**src/rtl/sweep_instr_assembler.sv**
```systemverilog
// -----------------------------------------------------------------------------
// sweep_instr_assembler
//
// Builds 88-bit sweep/PLL instruction words from a framed host byte stream and
// writes them into the instruction FIFO drained by the frequency sweeper.
// A frame starts with SYNC_BYTE and carries 11 payload bytes, MSB first.
// With the optional checksum feature (macro INSTR_CHECKSUM_EN), an XOR
// checksum byte follows the payload. Only good frames are pushed. Frames that
// fail the checksum or stall for too long are dropped and counted.
//
// Build option:
//   INSTR_CHECKSUM_EN  defined   -> sync + 11 payload + 1 XOR byte, CHECK state
//                      undefined -> sync + 11 payload, timeout is the only error
//
// Ports:
//   clk           system clock (50 MHz)
//   reset         asynchronous, active-high reset
//   rx_data       byte from the host receiver
//   rx_valid      rx_data valid
//   rx_ready      byte accepted on an edge where rx_valid && rx_ready
//   fifo_wr_data  instruction: [87] mode, [86:80] reserved (0), [79:48]
//                 init_freq, [47:32] cycles_per_step, [31:0] freq_step
//   fifo_wr_en    single-cycle FIFO write strobe
//   fifo_full     FIFO full flag
//   frame_ok      one-cycle pulse together with fifo_wr_en
//   frame_err     one-cycle pulse on checksum mismatch or timeout
//   err_count     saturating count of dropped frames
// -----------------------------------------------------------------------------
`timescale 1ns/1ps

module sweep_instr_assembler #(
    parameter logic [7:0] SYNC_BYTE      = 8'hA5,
    parameter int         TIMEOUT_CYCLES = 50000
) (
    input  logic        clk,
    input  logic        reset,
    input  logic [7:0]  rx_data,
    input  logic        rx_valid,
    output logic        rx_ready,
    output logic [87:0] fifo_wr_data,
    output logic        fifo_wr_en,
    input  logic        fifo_full,
    output logic        frame_ok,
    output logic        frame_err,
    output logic [7:0]  err_count
);

    // Idle counter only needs to reach TIMEOUT_CYCLES-1.
    localparam int                 CNT_W     = (TIMEOUT_CYCLES > 2) ? $clog2(TIMEOUT_CYCLES) : 1;
    localparam logic [CNT_W-1:0]   IDLE_LAST = CNT_W'(TIMEOUT_CYCLES - 1);
    localparam logic [CNT_W-1:0]   IDLE_ONE  = CNT_W'(1);

`ifdef INSTR_CHECKSUM_EN
    typedef enum logic [1:0] {
        HUNT    = 2'd0,
        PAYLOAD = 2'd1,
        CHECK   = 2'd2,
        PUSH    = 2'd3
    } state_t;
`else
    typedef enum logic [1:0] {
        HUNT    = 2'd0,
        PAYLOAD = 2'd1,
        PUSH    = 2'd3
    } state_t;
`endif

    state_t           state_reg, state_next;
    logic [87:0]      shift_reg, shift_next;
    logic [3:0]       idx_reg, idx_next;
    logic [CNT_W-1:0] idle_reg, idle_next;
    logic [87:0]      wr_data_reg, wr_data_next;
    logic             wr_en_reg, wr_en_next;
    logic             ok_reg, ok_next;
    logic             err_reg, err_next;
    logic [7:0]       err_cnt_reg, err_cnt_next;
`ifdef INSTR_CHECKSUM_EN
    logic [7:0]       csum_reg, csum_next;
`endif

    logic accept;
    logic in_frame;
    logic drop;

    assign rx_ready = (state_reg != PUSH);
    assign accept   = rx_valid && rx_ready;

`ifdef INSTR_CHECKSUM_EN
    assign in_frame = (state_reg == PAYLOAD) || (state_reg == CHECK);
`else
    assign in_frame = (state_reg == PAYLOAD);
`endif

    always_ff @(posedge clk or posedge reset) begin
        if (reset) begin
            state_reg   <= HUNT;
            shift_reg   <= '0;
            idx_reg     <= '0;
            idle_reg    <= '0;
            wr_data_reg <= '0;
            wr_en_reg   <= 1'b0;
            ok_reg      <= 1'b0;
            err_reg     <= 1'b0;
            err_cnt_reg <= '0;
`ifdef INSTR_CHECKSUM_EN
            csum_reg    <= '0;
`endif
        end else begin
            state_reg   <= state_next;
            shift_reg   <= shift_next;
            idx_reg     <= idx_next;
            idle_reg    <= idle_next;
            wr_data_reg <= wr_data_next;
            wr_en_reg   <= wr_en_next;
            ok_reg      <= ok_next;
            err_reg     <= err_next;
            err_cnt_reg <= err_cnt_next;
`ifdef INSTR_CHECKSUM_EN
            csum_reg    <= csum_next;
`endif
        end
    end

    always_comb begin
        state_next   = state_reg;
        shift_next   = shift_reg;
        idx_next     = idx_reg;
        idle_next    = idle_reg;
        wr_data_next = wr_data_reg;
        wr_en_next   = 1'b0;
        ok_next      = 1'b0;
        err_next     = 1'b0;
        err_cnt_next = err_cnt_reg;
        drop         = 1'b0;
`ifdef INSTR_CHECKSUM_EN
        csum_next    = csum_reg;
`endif

        case (state_reg)
            HUNT: begin
                // Non-sync bytes are discarded silently.
                if (accept && (rx_data == SYNC_BYTE)) begin
                    idx_next   = '0;
                    idle_next  = '0;
`ifdef INSTR_CHECKSUM_EN
                    csum_next  = '0;
`endif
                    state_next = PAYLOAD;
                end
            end

            PAYLOAD: begin
                // SYNC_BYTE inside a frame is plain data: no resync here.
                if (accept) begin
                    shift_next = {shift_reg[79:0], rx_data};
                    idle_next  = '0;
`ifdef INSTR_CHECKSUM_EN
                    csum_next  = csum_reg ^ rx_data;
`endif
                    if (idx_reg == 4'd10) begin
`ifdef INSTR_CHECKSUM_EN
                        state_next = CHECK;
`else
                        state_next = PUSH;
`endif
                    end else begin
                        idx_next = idx_reg + 4'd1;
                    end
                end
            end

`ifdef INSTR_CHECKSUM_EN
            CHECK: begin
                if (accept) begin
                    idle_next = '0;
                    if (rx_data == csum_reg) begin
                        state_next = PUSH;
                    end else begin
                        drop       = 1'b1;
                        state_next = HUNT;
                    end
                end
            end
`endif

            PUSH: begin
                // No timeout here: wait as long as the FIFO stays full.
                if (!fifo_full) begin
                    wr_data_next = {shift_reg[87], 7'b0, shift_reg[79:0]};
                    wr_en_next   = 1'b1;
                    ok_next      = 1'b1;
                    state_next   = HUNT;
                end
            end

            default: begin
                state_next = HUNT;
            end
        endcase

        // Idle timeout inside a frame. An accepted byte on the same edge wins.
        if (in_frame && !accept) begin
            if (idle_reg == IDLE_LAST) begin
                drop       = 1'b1;
                state_next = HUNT;
            end else begin
                idle_next = idle_reg + IDLE_ONE;
            end
        end

        if (drop) begin
            err_next = 1'b1;
            if (err_cnt_reg != 8'hFF) begin
                err_cnt_next = err_cnt_reg + 8'd1;
            end
        end
    end

    assign fifo_wr_data = wr_data_reg;
    assign fifo_wr_en   = wr_en_reg;
    assign frame_ok     = ok_reg;
    assign frame_err    = err_reg;
    assign err_count    = err_cnt_reg;

endmodule

```
**config.mk**
```make
export PLATFORM = sky130hd
export DESIGN_NAME = sweep_instr_assembler
export DESIGN_NICKNAME = d
export VERILOG_FILES = /design/src/rtl/sweep_instr_assembler.sv
export SDC_FILE = /design/constraint.sdc
export NUM_CORES = 1
export LEC_CHECK = 0
export ABC_CLOCK_PERIOD_IN_PS = 12600
export CORE_ASPECT_RATIO = 1.5
export CORE_MARGIN = 2
export CORE_UTILIZATION = 40
export CTS_CLUSTER_DIAMETER = 120
export CTS_CLUSTER_SIZE = 28
export DETAILED_ROUTE_END_ITERATION = 8
export HOLD_SLACK_MARGIN = 0.1
export PLACE_DENSITY = 0.65
export SYNTH_ARGS = -nofsm -noshare
export SYNTH_HDL_FRONTEND = slang
export SYNTH_SLANG_ARGS = --single-unit
```
**constraint.sdc**
```tcl
create_clock -name clk -period 12.6 [get_ports clk]
set_input_delay 1.89 -clock clk [delete_from_list [all_inputs] [get_ports clk]]
set_output_delay 1.89 -clock clk [all_outputs]
set_load 0.05 [all_outputs]
```
==> qor.yml <==
worst_setup_path:
  cp_cell_sequence: "clkdlybuf4s50_1 > and3b_2 > buf_4 > nand4_1 > xor2_1 > nor2_1"
  critical_path.startpoint: "rx_valid"
  type_of_origin_of_the_critical_path: "primary input"
  arrival_ns: 4.09
  slowest_stage: "sky130_fd_sc_hd__buf_4"
  top_family_by_delay_on_critical_path: "buffers and inverters"
  timing.setup.critical_path_class: "in2reg"
  required_ns: 12.86
  worst_r2r_startpoint: "idle_reg[0]"
  critical_path_peak_fanout: 69
  buffers_plus_inverters_on_the_worst_setup_path: 2
  cp_slowest_stage_delay_ns: 0.65
  cp-end-kind: "register"
finish:
  design.final.nets: 962
  stdcell_count: 1215
  insertedDiodeCount: 0
  drive_gt1_share_pct: 5.32
  syn_to_final_growth_pct: 22.7
sta:
  finalWorstPathRequiredPeriod_ns: 3.82
  timing.setup.tns_ns: 0
  hold_violations: 0
  rsz0062_at_grt: "no"
  transition_time_at_the_pin_with_the_least_slew_margin_ns: 1.06
  finalWorstSetupSlack_ns: 8.78
  fin_hold_ws_ns: 0.471
  layout_worst_path_cycle_share_pct: 30.3
  timing.clock.skew_ns: 0.0103
  max_clock_freq_mhz: 262
  drv_slew: 0
  maxSlewHeadroom_pct: 29.4
  final-setup-viol-count: 0
placed_design:
  place.port_buffers: 104
  finalWeightedCongestion: 0.804
  dpl.hpwl_microns: 10400
  placement.setup.worst_slack_ns: 7.87
  post-place-cells: 1183
pwr:
  p_leak_nw: 5.11
  totalPowerFinal_w: 0.00129
  peakVddDrop_mv: 0.0691
  power_per_cell_area_nw_per_um2: 134
synth:
  synth.yosys.seq_area_share_pct: 61.9
  synth_enable_flop_cells: 0
  yosysWarnings: 0
  synthArstFlopShare_pct: 100
  synth-seq-cells: 194
  synth_area_sq_um: 7850
  netlist_instances: 863
  synth-main-ff-cell: "sky130_fd_sc_hd__dfrtp_1"
  avgSynthCellArea_sq_um: 9.09
  ys_types: 49
route:
  avgRoutedWirePerCell_microns: 14.0
  detail_route.iter0.violations: 363
  routed_via_density: 4.79
  vias: 5816
  post_detailed_route_count_of_antenna_violating_nets: 0
  postRouteWirelength_microns: 17000
  first_pass_iters: 4
  detail_route.drc_violations: 0
grt:
  grt_resource_usage_total_pct: 17.1
  grt_max_degree: 132
  grt_pass1_vias: 5641
  antenna_found_initial: 0
  grt_pass1_wl_microns: 28300
  grt_overflow_total: 0
flow_run:
  drv.max_cap_violation_count: 0
floorplan:
  placementRows: 62
  die_height_microns: 176
  dieArea_sq_um: 20800
  num_io_pins: 112
  die_width_microns: 118
  floorplan.initialDensity_pct: 40.9
  fp.coreArea_sq_um: 19200
clock_network:
  htree_levels: 4
  path_clk_slew_ns: 0.07
  post-cts-setup-buffers: 0
  cts.root.buffer_cell: "sky130_fd_sc_hd__clkbuf_16"
  cts_resized: 0
  holdBufCountCts: 0
  ctsLongestPathBuffers: 2
  clk_latency_ns: 0.43
  cts_buffers: 17
  cts_tree: "yes"
  cts.sink_count: 194
outcome:
  run_status: "completed"
min_path:
  holdCritPathClass: "reg2reg"
  timing.hold.worst.start: "idle_reg[15]"
-- metal layers --
metal	wire length, microns	track usage (%)	share of wire, %
met2	8540	29.1	50
met3	581	3.41	3.4
met1	7430	21.2	44
met5	0	0	0
met4	414	7.33	2.4
-- worst reg2reg max path: stages (launching register included) --
cell,delay [ns]
sky130_fd_sc_hd__dfrtp_1,0.41
sky130_fd_sc_hd__ha_1,0.33
sky130_fd_sc_hd__nor3b_1,0.34
sky130_fd_sc_hd__nand4_1,0.43
sky130_fd_sc_hd__a2111oi_0,0.60
sky130_fd_sc_hd__o21bai_1,0.18
-- logic make-up (layout without fill, tap and decap cells) --
family / Yosys count / in the layout / synth area share [%]
xor+xnor: 7 / 7 / 0.781
simple gates: 570 / 570 / 29.8
mux: 13 / 13 / 1.71
flops: 194 / 194 / 61.9
compound gates: 18 / 18 / 1.74
fa+ha+maj: 4 / 4 / 0.638
other cells: 1 / 7 / 0.0478
buf+inv: 56 / 146 / 3.44
-- through the flow --
| step | utilization, % | instance area (sq um) |
|---|---|---|
| 4_1_cts | 50.2 | 9620 |
| 2_1_floorplan | - | 7870 |
| 5_1_grt | 50.2 | 9630 |
| 3_3_place_gp | 47.2 | 9040 |
| 6_report | 50.2 | 9630 |
| 3_5_place_dp | 47.2 | 9040 |
-- where the power goes --
| part | internal (W) | switching (W) | total (W) |
|---|---|---|---|
| clock network | 0.000285 | 0.000246 | 0.000530 |
| registers | 0.000654 | 0.0000299 | 0.000684 |
| logic | 0.0000250 | 0.0000477 | 0.0000726 |
-- synthesized netlist by cell type, types with 2 or more instances --
library cell | n | area (sq um)
sky130_fd_sc_hd__nor4b_1 | 2 | 17.5
sky130_fd_sc_hd__and4_1 | 5 | 43.8
sky130_fd_sc_hd__nor4_1 | 4 | 25.0
sky130_fd_sc_hd__o2111ai_1 | 2 | 17.5
sky130_fd_sc_hd__mux2i_1 | 10 | 100
sky130_fd_sc_hd__mux2_2 | 3 | 33.8
sky130_fd_sc_hd__nand4_1 | 9 | 56.3
sky130_fd_sc_hd__inv_1 | 4 | 15.0
sky130_fd_sc_hd__o21ai_0 | 3 | 15.0
sky130_fd_sc_hd__nand2_1 | 495 | 1860
sky130_fd_sc_hd__clkbuf_1 | 36 | 135
sky130_fd_sc_hd__nor3_1 | 5 | 25.0
sky130_fd_sc_hd__xor2_1 | 7 | 61.3
sky130_fd_sc_hd__nand2b_1 | 2 | 12.5
sky130_fd_sc_hd__o31ai_1 | 2 | 15.0
sky130_fd_sc_hd__nor3b_1 | 2 | 15.0
sky130_fd_sc_hd__buf_6 | 2 | 22.5
sky130_fd_sc_hd__and3_1 | 8 | 50.1
sky130_fd_sc_hd__nand3_1 | 23 | 115
sky130_fd_sc_hd__ha_1 | 4 | 50.1
sky130_fd_sc_hd__buf_1 | 3 | 11.3
sky130_fd_sc_hd__nor2_1 | 4 | 15.0
sky130_fd_sc_hd__buf_4 | 9 | 67.6
sky130_fd_sc_hd__dfrtp_1 | 194 | 4850
-- layout make-up --
cell class / instances / area, sq um
Fill cell: 1812 / 9530
Sequential cell: 194 / 4850
Multi-Input combinational cell: 619 / 2760
Timing Repair Buffer: 109 / 1080
Clock buffer: 18 / 439
Tap cell: 256 / 320
Clock inverter: 14 / 145
Inverter: 5 / 26.3
-- final timing paths --
path	cells after the start	end	slack, ns
worst max-delay path	6	idx_reg[3]	8.78
worst min-delay path	1	idle_reg[15]	0.47
worst max register to register	5	idle_reg[0]	10.22
worst min register to register	1	idle_reg[15]	0.47
max in group asynchronous	3	shift_reg[57]	9.24
min in group asynchronous	2	fifo_wr_data[3]	2.01
-- placed cells by master, fill, tap and decap left out, types with 7 or more instances in the layout --
cell type                           n
sky130_fd_sc_hd__and3_1             8
sky130_fd_sc_hd__conb_1             7
sky130_fd_sc_hd__clkdlybuf4s50_1  104
sky130_fd_sc_hd__clkbuf_16         17
sky130_fd_sc_hd__xor2_1             7
sky130_fd_sc_hd__nand4_1            9
sky130_fd_sc_hd__dfrtp_1          194
sky130_fd_sc_hd__nand3_1           22
sky130_fd_sc_hd__nand2_1          495
sky130_fd_sc_hd__mux2i_1           10
No activity file was read; power rests on OpenSTA's default activity.
